--- config.mk ---
export PLATFORM = sky130hd
export DESIGN_NAME = btb_assoc_plru
export DESIGN_NICKNAME = d
export VERILOG_FILES = /design/src/rtl/btb_assoc_plru.sv
export SDC_FILE = /design/constraint.sdc
export NUM_CORES = 2
export LEC_CHECK = 0
export CORE_AREA = 8 8 327 329
export CTS_CLUSTER_DIAMETER = 30
export CTS_CLUSTER_SIZE = 8
export DETAILED_ROUTE_END_ITERATION = 8
export DIE_AREA = 0 0 335 337
export PLACE_DENSITY = 0.66
export SLEW_MARGIN = 40
export SYNTH_ARGS = -nofsm -noshare
export SYNTH_HDL_FRONTEND = slang
export SYNTH_SLANG_ARGS = --single-unit
--- constraint.sdc ---
create_clock -name clk -period 53.4 [get_ports clk]
set_input_delay 16.02 -clock clk [delete_from_list [all_inputs] [get_ports clk]]
set_output_delay 16.02 -clock clk [all_outputs]
set_load 0.005 [all_outputs]
--- src/rtl/btb_assoc_plru.sv ---
// btb_assoc_plru: set-associative branch target buffer with tree pseudo-LRU replacement
// and a one-set-per-cycle flush sequencer.
module btb_assoc_plru #(
  parameter int SETS = 8,
  parameter int WAYS = 2,
  parameter int CTR_BITS = 2,
  parameter int PC_W = 32
) (
  input  logic            clk,
  input  logic            rst,
  input  logic [PC_W-1:0] PC,
  output logic            valid,
  output logic [PC_W-1:0] target,
  output logic            predictedTaken,
  input  logic            update,
  input  logic [PC_W-1:0] updatePC,
  input  logic [PC_W-1:0] updateTarget,
  input  logic            updateTaken,
  input  logic            flush,
  output logic            flush_busy
);
  localparam int IW = $clog2(SETS);
  localparam int WW = $clog2(WAYS);
  localparam int TW = PC_W - IW - 2;
  localparam logic [CTR_BITS-1:0] CMAX = '1;
  localparam logic [CTR_BITS-1:0] CINIT = CTR_BITS'(1) << (CTR_BITS - 1);
  typedef enum logic {IDLE, FLUSH} state_t;
  state_t state_q, state_d;
  logic [IW-1:0] cnt_q, cnt_d;
  logic [WAYS-1:0] valid_q [SETS];
  logic [WAYS-1:0] valid_d [SETS];
  logic [WAYS-2:0] plru_q [SETS];
  logic [WAYS-2:0] plru_d [SETS];
  logic [TW-1:0] tag_q [SETS][WAYS];
  logic [TW-1:0] tag_d [SETS][WAYS];
  logic [PC_W-1:0] tgt_q [SETS][WAYS];
  logic [PC_W-1:0] tgt_d [SETS][WAYS];
  logic [CTR_BITS-1:0] ctr_q [SETS][WAYS];
  logic [CTR_BITS-1:0] ctr_d [SETS][WAYS];
  logic [IW-1:0] li, ui;
  logic [TW-1:0] lt, ut;
  logic lhit, uhit;
  logic [WW-1:0] lway, uway, free_way, aw;
  logic [CTR_BITS-1:0] uctr;
  logic unused_pc_lsbs;
  assign unused_pc_lsbs = ^{PC[1:0], updatePC[1:0]};
  assign li = PC[IW+1:2];
  assign lt = PC[PC_W-1:IW+2];
  assign ui = updatePC[IW+1:2];
  assign ut = updatePC[PC_W-1:IW+2];
  // Walk the tree: a 0 bit steers toward the lower half.
  function automatic logic [WW-1:0] victim(input logic [WAYS-2:0] p);
    int n;
    n = 1;
    for (int l = 0; l < WW; l++) n = 2 * n + int'(p[n-1]);
    return WW'(n - WAYS);
  endfunction
  function automatic logic [WAYS-2:0] touch(input logic [WAYS-2:0] p, input logic [WW-1:0] w);
    logic [WAYS-2:0] r;
    int n;
    r = p;
    n = 1;
    for (int l = 0; l < WW; l++) begin
      r[n-1] = ~w[WW-1-l];
      n = 2 * n + int'(w[WW-1-l]);
    end
    return r;
  endfunction
  always_comb begin
    lhit = 1'b0;
    lway = '0;
    uhit = 1'b0;
    uway = '0;
    free_way = '0;
    for (int w = WAYS - 1; w >= 0; w--) begin
      if (valid_q[li][w] && tag_q[li][w] == lt) begin
        lhit = 1'b1;
        lway = WW'(w);
      end
      if (valid_q[ui][w] && tag_q[ui][w] == ut) begin
        uhit = 1'b1;
        uway = WW'(w);
      end
      if (!valid_q[ui][w]) free_way = WW'(w);
    end
  end
  assign flush_busy = state_q == FLUSH;
  assign valid = lhit && !flush_busy;
  assign target = valid ? tgt_q[li][lway] : '0;
  assign predictedTaken = valid && ctr_q[li][lway][CTR_BITS-1];
  assign aw = &valid_q[ui] ? victim(plru_q[ui]) : free_way;
  assign uctr = ctr_q[ui][uway];
  // The update touch is computed from the registered PLRU, so in a shared set it overrides the lookup touch.
  always_comb begin
    valid_d = valid_q;
    plru_d = plru_q;
    tag_d = tag_q;
    tgt_d = tgt_q;
    ctr_d = ctr_q;
    state_d = state_q;
    cnt_d = cnt_q;
    if (valid) plru_d[li] = touch(plru_q[li], lway);
    if (update && !flush_busy) begin
      if (uhit) begin
        ctr_d[ui][uway] = updateTaken ? (uctr == CMAX ? uctr : uctr + CTR_BITS'(1))
                                      : (uctr == '0 ? uctr : uctr - CTR_BITS'(1));
        if (updateTaken) tgt_d[ui][uway] = updateTarget;
        plru_d[ui] = touch(plru_q[ui], uway);
      end else if (updateTaken) begin
        valid_d[ui][aw] = 1'b1;
        tag_d[ui][aw] = ut;
        tgt_d[ui][aw] = updateTarget;
        ctr_d[ui][aw] = CINIT;
        plru_d[ui] = touch(plru_q[ui], aw);
      end
    end
    if (flush_busy) begin
      valid_d[cnt_q] = '0;
      plru_d[cnt_q] = '0;
      cnt_d = cnt_q + 1'b1;
      state_d = cnt_q == IW'(SETS - 1) ? IDLE : FLUSH;
    end else if (flush) begin
      state_d = FLUSH;
      cnt_d = '0;
    end
  end
  always_ff @(posedge clk or posedge rst) begin
    if (rst) begin
      for (int s = 0; s < SETS; s++) begin
        valid_q[s] <= '0;
        plru_q[s] <= '0;
        for (int w = 0; w < WAYS; w++) begin
          tag_q[s][w] <= '0;
          tgt_q[s][w] <= '0;
          ctr_q[s][w] <= '0;
        end
      end
      state_q <= IDLE;
      cnt_q <= '0;
    end else begin
      valid_q <= valid_d;
      plru_q <= plru_d;
      tag_q <= tag_d;
      tgt_q <= tgt_d;
      ctr_q <= ctr_d;
      state_q <= state_d;
      cnt_q <= cnt_d;
    end
  end
endmodule

Yosys cells after proc, flatten, opt, wreduce, memory -nomap -nowiden
Index checks and enable logic that the tools add are counted.
Widths: inputs -> output; s select.
{"block": "op_classes", "addsub": 5, "reduce_logical": 21, "n_eq_ne": 6, "muxes": 104, "bitwise": 18, "magnitude_cmp": 13}
{"op": "$mux 512", "count": 3}
{"op": "$bwmux 512", "count": 2}
{"op": "$bwmux 432", "count": 1}
{"op": "$demux 64 s3", "count": 2}
{"op": "$bmux 54 s3", "count": 2}
{"op": "$mux 54", "count": 5}
{"op": "$mux 32", "count": 8}
{"op": "$mux 64", "count": 4}
{"op": "$bmux 64 s3", "count": 1}
{"op": "$demux 54 s3", "count": 1}
{"op": "$eq 27x27->1", "count": 4}
{"op": "$demux 32 s1", "count": 2}
{"op": "$mux 16", "count": 4}
{"op": "$mux 8", "count": 5}
{"op": "$mux 2", "count": 17}
{"op": "$and 16x16->16", "count": 2}
{"op": "$bwmux 32", "count": 1}
{"op": "$not 16->16", "count": 2}
{"op": "$or 16x16->16", "count": 2}
{"op": "$demux 27 s1", "count": 1}
{"op": "$mux 27", "count": 1}
{"op": "$bmux 4 s3", "count": 2}
{"op": "$bwmux 8", "count": 3}
{"op": "$demux 4 s3", "count": 2}
{"op": "other kinds (33)", "count": 90}
{"block": "totals", "regBits": 1004, "output_inout_bits": 35, "inputBits": 101}

Logic depth before layout (Yosys ltp)
{"block": "logic_depth", "depth_word": 19, "depth_mapped": 19}

Worst setup path before layout
No wires, ideal clock.
{"block": "synth_timing", "kind": "input -> output", "startpoint": "input port PC[3]", "endpoint": "output port target[12]", "arrival_ns": 19.591, "path_stages": 13, "slack_ns": 17.789, "n_path_buf": 4, "path_cell_list": "buf_1 > clkbuf_1 > clkbuf_1 > nor2_1 > a221oi_1 > xnor2_1 > nand4_1 > or4_1 > or3_1 > nand2b_1 > clkbuf_1 > or4_1 > a21oi_1"}
{"block": "synth_via", "elab_chain_cells": 13, "elab_cells_between_ends": 23, "cone_classes": "2 x eq/ne; 16 x mux; 2 x bitwise; 3 x reduce/logical"}
{"item": "from (decl)", "line_no": "11", "rtl": "input logic [PC_W-1:0] PC,"}
{"item": "$not 3->4 (implied by the code) (*)", "line_no": "76, 89"}
{"item": "$bmux 54 s3", "line_no": "76", "rtl": "if (valid_q[li][w] && tag_q[li][w] == lt) begin"}
{"item": "$mux 54 (implied by the code) (2 in a row)", "line_no": "76"}
{"item": "$eq 27x27->1", "line_no": "76"}
{"item": "$logic_and 1x1->1", "line_no": "76"}
{"item": "$mux 1 (2 in a row)", "line_no": "76"}
{"item": "$not 1->2 (implied by the code)", "line_no": "89", "rtl": "assign target = valid ? tgt_q[li][lway] : '0;"}
{"item": "$mux 32 (implied by the code) (3 in a row)", "line_no": "89"}
{"item": "$mux 32 (*)", "line_no": "89"}
{"item": "to (decl)", "line_no": "13", "rtl": "output logic [PC_W-1:0] target,"}
Mark *: on every way between the ends. The rest lies on a longest branch, timed or not. The select of a mux whose other input is x is not followed.

Worst setup path in the final report
{"block": "layout_timing", "startpoint": "input port PC[2]", "endpoint": "output port predictedTaken"}
{"block": "layout_via", "elab_chain_cells": 13, "elab_cells_between_ends": 23, "cone_classes": "2 x eq/ne; 15 x mux; 2 x bitwise; 4 x reduce/logical"}
{"item": "$not 3->4 (implied by the code) (*)", "line_no": "76, 90"}
{"item": "$bmux 54 s3", "line_no": "76"}
{"item": "$mux 54 (implied by the code) (2 in a row)", "line_no": "76"}
{"item": "$eq 27x27->1", "line_no": "76"}
{"item": "$logic_and 1x1->1", "line_no": "76"}
{"item": "$mux 1 (2 in a row)", "line_no": "76"}
{"item": "$not 1->2 (implied by the code)", "line_no": "90", "rtl": "assign predictedTaken = valid && ctr_q[li][lway][CTR_BITS-1];"}
{"item": "$mux 2 (implied by the code) (3 in a row)", "line_no": "90"}
{"item": "$logic_and 1x1->1 (*)", "line_no": "90"}
{"item": "to (decl)", "line_no": "14", "rtl": "output logic predictedTaken,"}
Marked as above.

==> flow_metrics.env <==
export IMPL_status="finished clean"
export IMPL_clk_pin_slew_ps=50
export IMPL_nets=4017
export IMPL_grt_use_met1_pct=37.5
export IMPL_worstSkewPairLatency_ps=790
export IMPL_intPower_mw=2.02
export IMPL_grt_antenna_before_repair=4
export IMPL_cts_tree="done"
export IMPL_grtUsageTotal_pct=28.6
export IMPL_synth_distinct_cells=77
export IMPL_cts_made_buffers=208
export IMPL_cp_arrival_ps=22520
export IMPL_p_sw_mw=0.697
export IMPL_clockBufferDepth=3
export IMPL_sw_frac_of_total_pct=25.6
export IMPL_met2_usage_pct=45.7
export IMPL_grt_overflow_total=0
export IMPL_timing_final_ws_setup_ps=14860
export IMPL_synth_main_ff_cell="dfrtp_1"
export IMPL_drc=0
export IMPL_tns_ps=0
export IMPL_tightest_slew_ps=899
export IMPL_yosys_top_cells_area="dfrtp_1 50%, mux2_2 18%, mux4_2 5.5%, mux2_1 5.2%, mux2i_1 2.9%"
export IMPL_final_util_pct=59.8
export IMPL_async_flop_share_pct=100
export IMPL_fin_crit_sh_pct=72.2
export IMPL_synthSimpleGateAreaFrac_pct=4.56
export IMPL_synth_seq_area_share_pct=49.8
export IMPL_p_seq_share_pct=36.4
export IMPL_synthAdderAreaFrac_pct=0.129
export IMPL_area_growth_pct=20.1
export IMPL_clock_skew_ps=24.2
export IMPL_setup_violations=0
export IMPL_holdPathStages=1
export IMPL_gp_congestion=0.898
export IMPL_ctsResizeCount=0
export IMPL_synth_compound_gate_area_share_pct=8.35
export IMPL_crit_fanout=41
export IMPL_dpl_worst_slack_ps=14960
export IMPL_min_path_type="flip-flop to flip-flop"
export IMPL_grt_pass1_vias=36905
export IMPL_start_kind="input pin"
export IMPL_io_pins=136
export IMPL_firstDrtPassIters=6
export IMPL_p_leak_nw=28.4
export IMPL_antenna_left=0
export IMPL_layout_cells_most_common="dfrtp_1"
export IMPL_r2r_end="tgt_q[464]"
export IMPL_hold_end="tgt_q[430]"
export IMPL_netlist_area_leader_share_pct=49.8
export IMPL_ff2ff_setup_slack_ps=48100
export IMPL_multiInputGateArea_mm2=0.0237
export IMPL_crit_family="buffers and inverters"
export IMPL_power_density_mw_per_mm2=44.9
export IMPL_die_height_um=337
export IMPL_power_mw=2.72
export IMPL_cp_num_buf_inv=7
export IMPL_peakVddDrop_uv=38.5
export IMPL_clock_root_buffer="clkbuf_16"
export IMPL_synth_edf_count=0
export IMPL_hold_viol_final=0
export IMPL_synth_xor_area_share_pct=1.53
export IMPL_synth_top_family_by_area="multiplexers"
export IMPL_grt_use_met3_pct=5.95
export IMPL_min_from="tgt_q[430]"
export IMPL_synthMuxAreaShare_pct=32.0
export IMPL_first_iter_violations=3518
export IMPL_drive_above_1_share_pct=36.8
export IMPL_required_ps=37380
export IMPL_fmax_mhz=25.9
export IMPL_ff2ff_path_depth=10
export IMPL_avgRoutedWirePerCell_um=29.8
export IMPL_netlist_instances=3806
export IMPL_maxSlewViolCount=0
export IMPL_synth_seq_cells=1004
export IMPL_avgSynthCellArea_um2=13.2
export IMPL_critical_path_depth=16
export IMPL_yosysWarnings=0
export IMPL_p_clk_share_pct=49.9
export IMPL_top_usage_layer="met2"
export IMPL_rsz0062_at_grt="no"
export IMPL_fp_row_count=117
export IMPL_end_kind="primary output"
export IMPL_post_cts_buffers=0
export IMPL_drt_total_wl_um=163000
export IMPL_core_mm2=0.101
export IMPL_cp_slowest_stage_delay_ps=630
export IMPL_relSlewSlack_pct=39.2
export IMPL_synth_top_cell_by_area="dfrtp_1"
export IMPL_layout_common_cells="1004 x dfrtp_1, 827 x mux2_2, 231 x mux2_1"
export IMPL_critical_path_cell_chain="buf_6, buf_4, inv_2, buf_4, mux2i_1, xnor2_1, a2111oi_0, nand4_1, or4_1, or3_1, nand2b_4, buf_12, buf_16, or4_1, a21oi_1, clkdlybuf4s50_1"
export IMPL_cts_hold_buffers=0
export IMPL_synth_nets=3909
export IMPL_regToRegStartpoint="tag_q[216]"
export IMPL_syn_area_mm2=0.0504
export IMPL_combPwrFrac_pct=13.8
export IMPL_die_x_um=335
export IMPL_crit_start="PC[2]"
export IMPL_grt_pass1_wl_um=244000
export IMPL_portBuffers=131
export IMPL_period_needed_ps=38540
export IMPL_crit_slowest_cell="or4_1"
export IMPL_regArea_mm2=0.0251
export IMPL_critPathKind="input pin to primary output"
export IMPL_die_area_mm2=0.113
export IMPL_fillers=8005
export IMPL_htree_levels=4
export IMPL_grt_max_degree=135
export IMPL_max_cap_viol_count=0
export IMPL_dp_hpwl_um=93000
export IMPL_start_util_pct=49.8
export IMPL_routed_via_density=6.54
export IMPL_clock_sinks=1004
export IMPL_vias=35670
## state kept, by name (all words and copies together), names as in the netlist
name,cells
cnt_q,3
ctr_q,32
flush_busy,1
plru_q,8
tag_q,432
tgt_q,512
valid_q,16
## metrics by stage
stage               area (um2)  hold slack, ps  cells
floorplan                50400             450   3806
global placement         52700             464   5055
detailed placement       53100             473   5071
CTS                      60500             483   5449
global route             60500             489   5450
finish                   60600             479   5453
## cells in the mapped netlist (19+ instances only)
master and count:
mux4_2 122, dfrtp_1 1004, xor2_1 46, mux2i_1 147
xnor2_1 42, nor4_1 36, mux2_1 231, o22ai_1 201
nor2_1 105, clkbuf_1 170, a22oi_1 35, a221oi_1 58
buf_4 31, a21oi_1 75, o221ai_1 41, o21ai_0 48
buf_1 45, nand2_1 93, o22a_1 19, mux2_2 827
buf_2 78, buf_6 27, nand3_1 26
## cells by family after synthesis
logic type	count (synthesis)
muxes	1327
DFF	1004
adders and majority gates	6
AOI/OAI and AO/OA	601
and+or+nand+nor	409
xor gates and xnor gates	88
buffers and inverters	371
## worst max-delay path by stage
stage | endpoint
floorplan | cnt_q[0]
global placement | target[4]
detailed placement | predictedTaken
CTS | predictedTaken
global route | predictedTaken
finish | predictedTaken
## cell type report
type / count / share of cell area [%]
antenna: 3 / 0.0124
timing repair buffer: 249 / 4.10
clock buffer: 279 / 9.87
clock inverter: 99 / 2.40
inverter: 20 / 0.145
tap: 1368 / 2.83
multi-input combinational: 2431 / 39.2
sequential: 1004 / 41.5
## metal layers
layer / part of all wire (%) / wire, um
met1: 41 / 66200
met2: 47 / 76300
met3: 7.8 / 12700
met4: 4.6 / 7410
met5: 0.025 / 41
## power groups by stage
| stage | Clock (mW) | Combinational [mW] | Sequential [mW] |
|---|---|---|---|
| 3_5_place_dp | 0 | 0.371 | 0.995 |
| 4_1_cts | 1.37 | 0.374 | 0.985 |
| 2_1_floorplan | 0 | 0.283 | 0.970 |
| 3_3_place_gp | 0 | 0.361 | 0.989 |
| 5_1_grt | 1.41 | 0.404 | 1.01 |
| 6_report | 1.36 | 0.375 | 0.989 |
No activity file was read; power rests on OpenSTA's default activity.
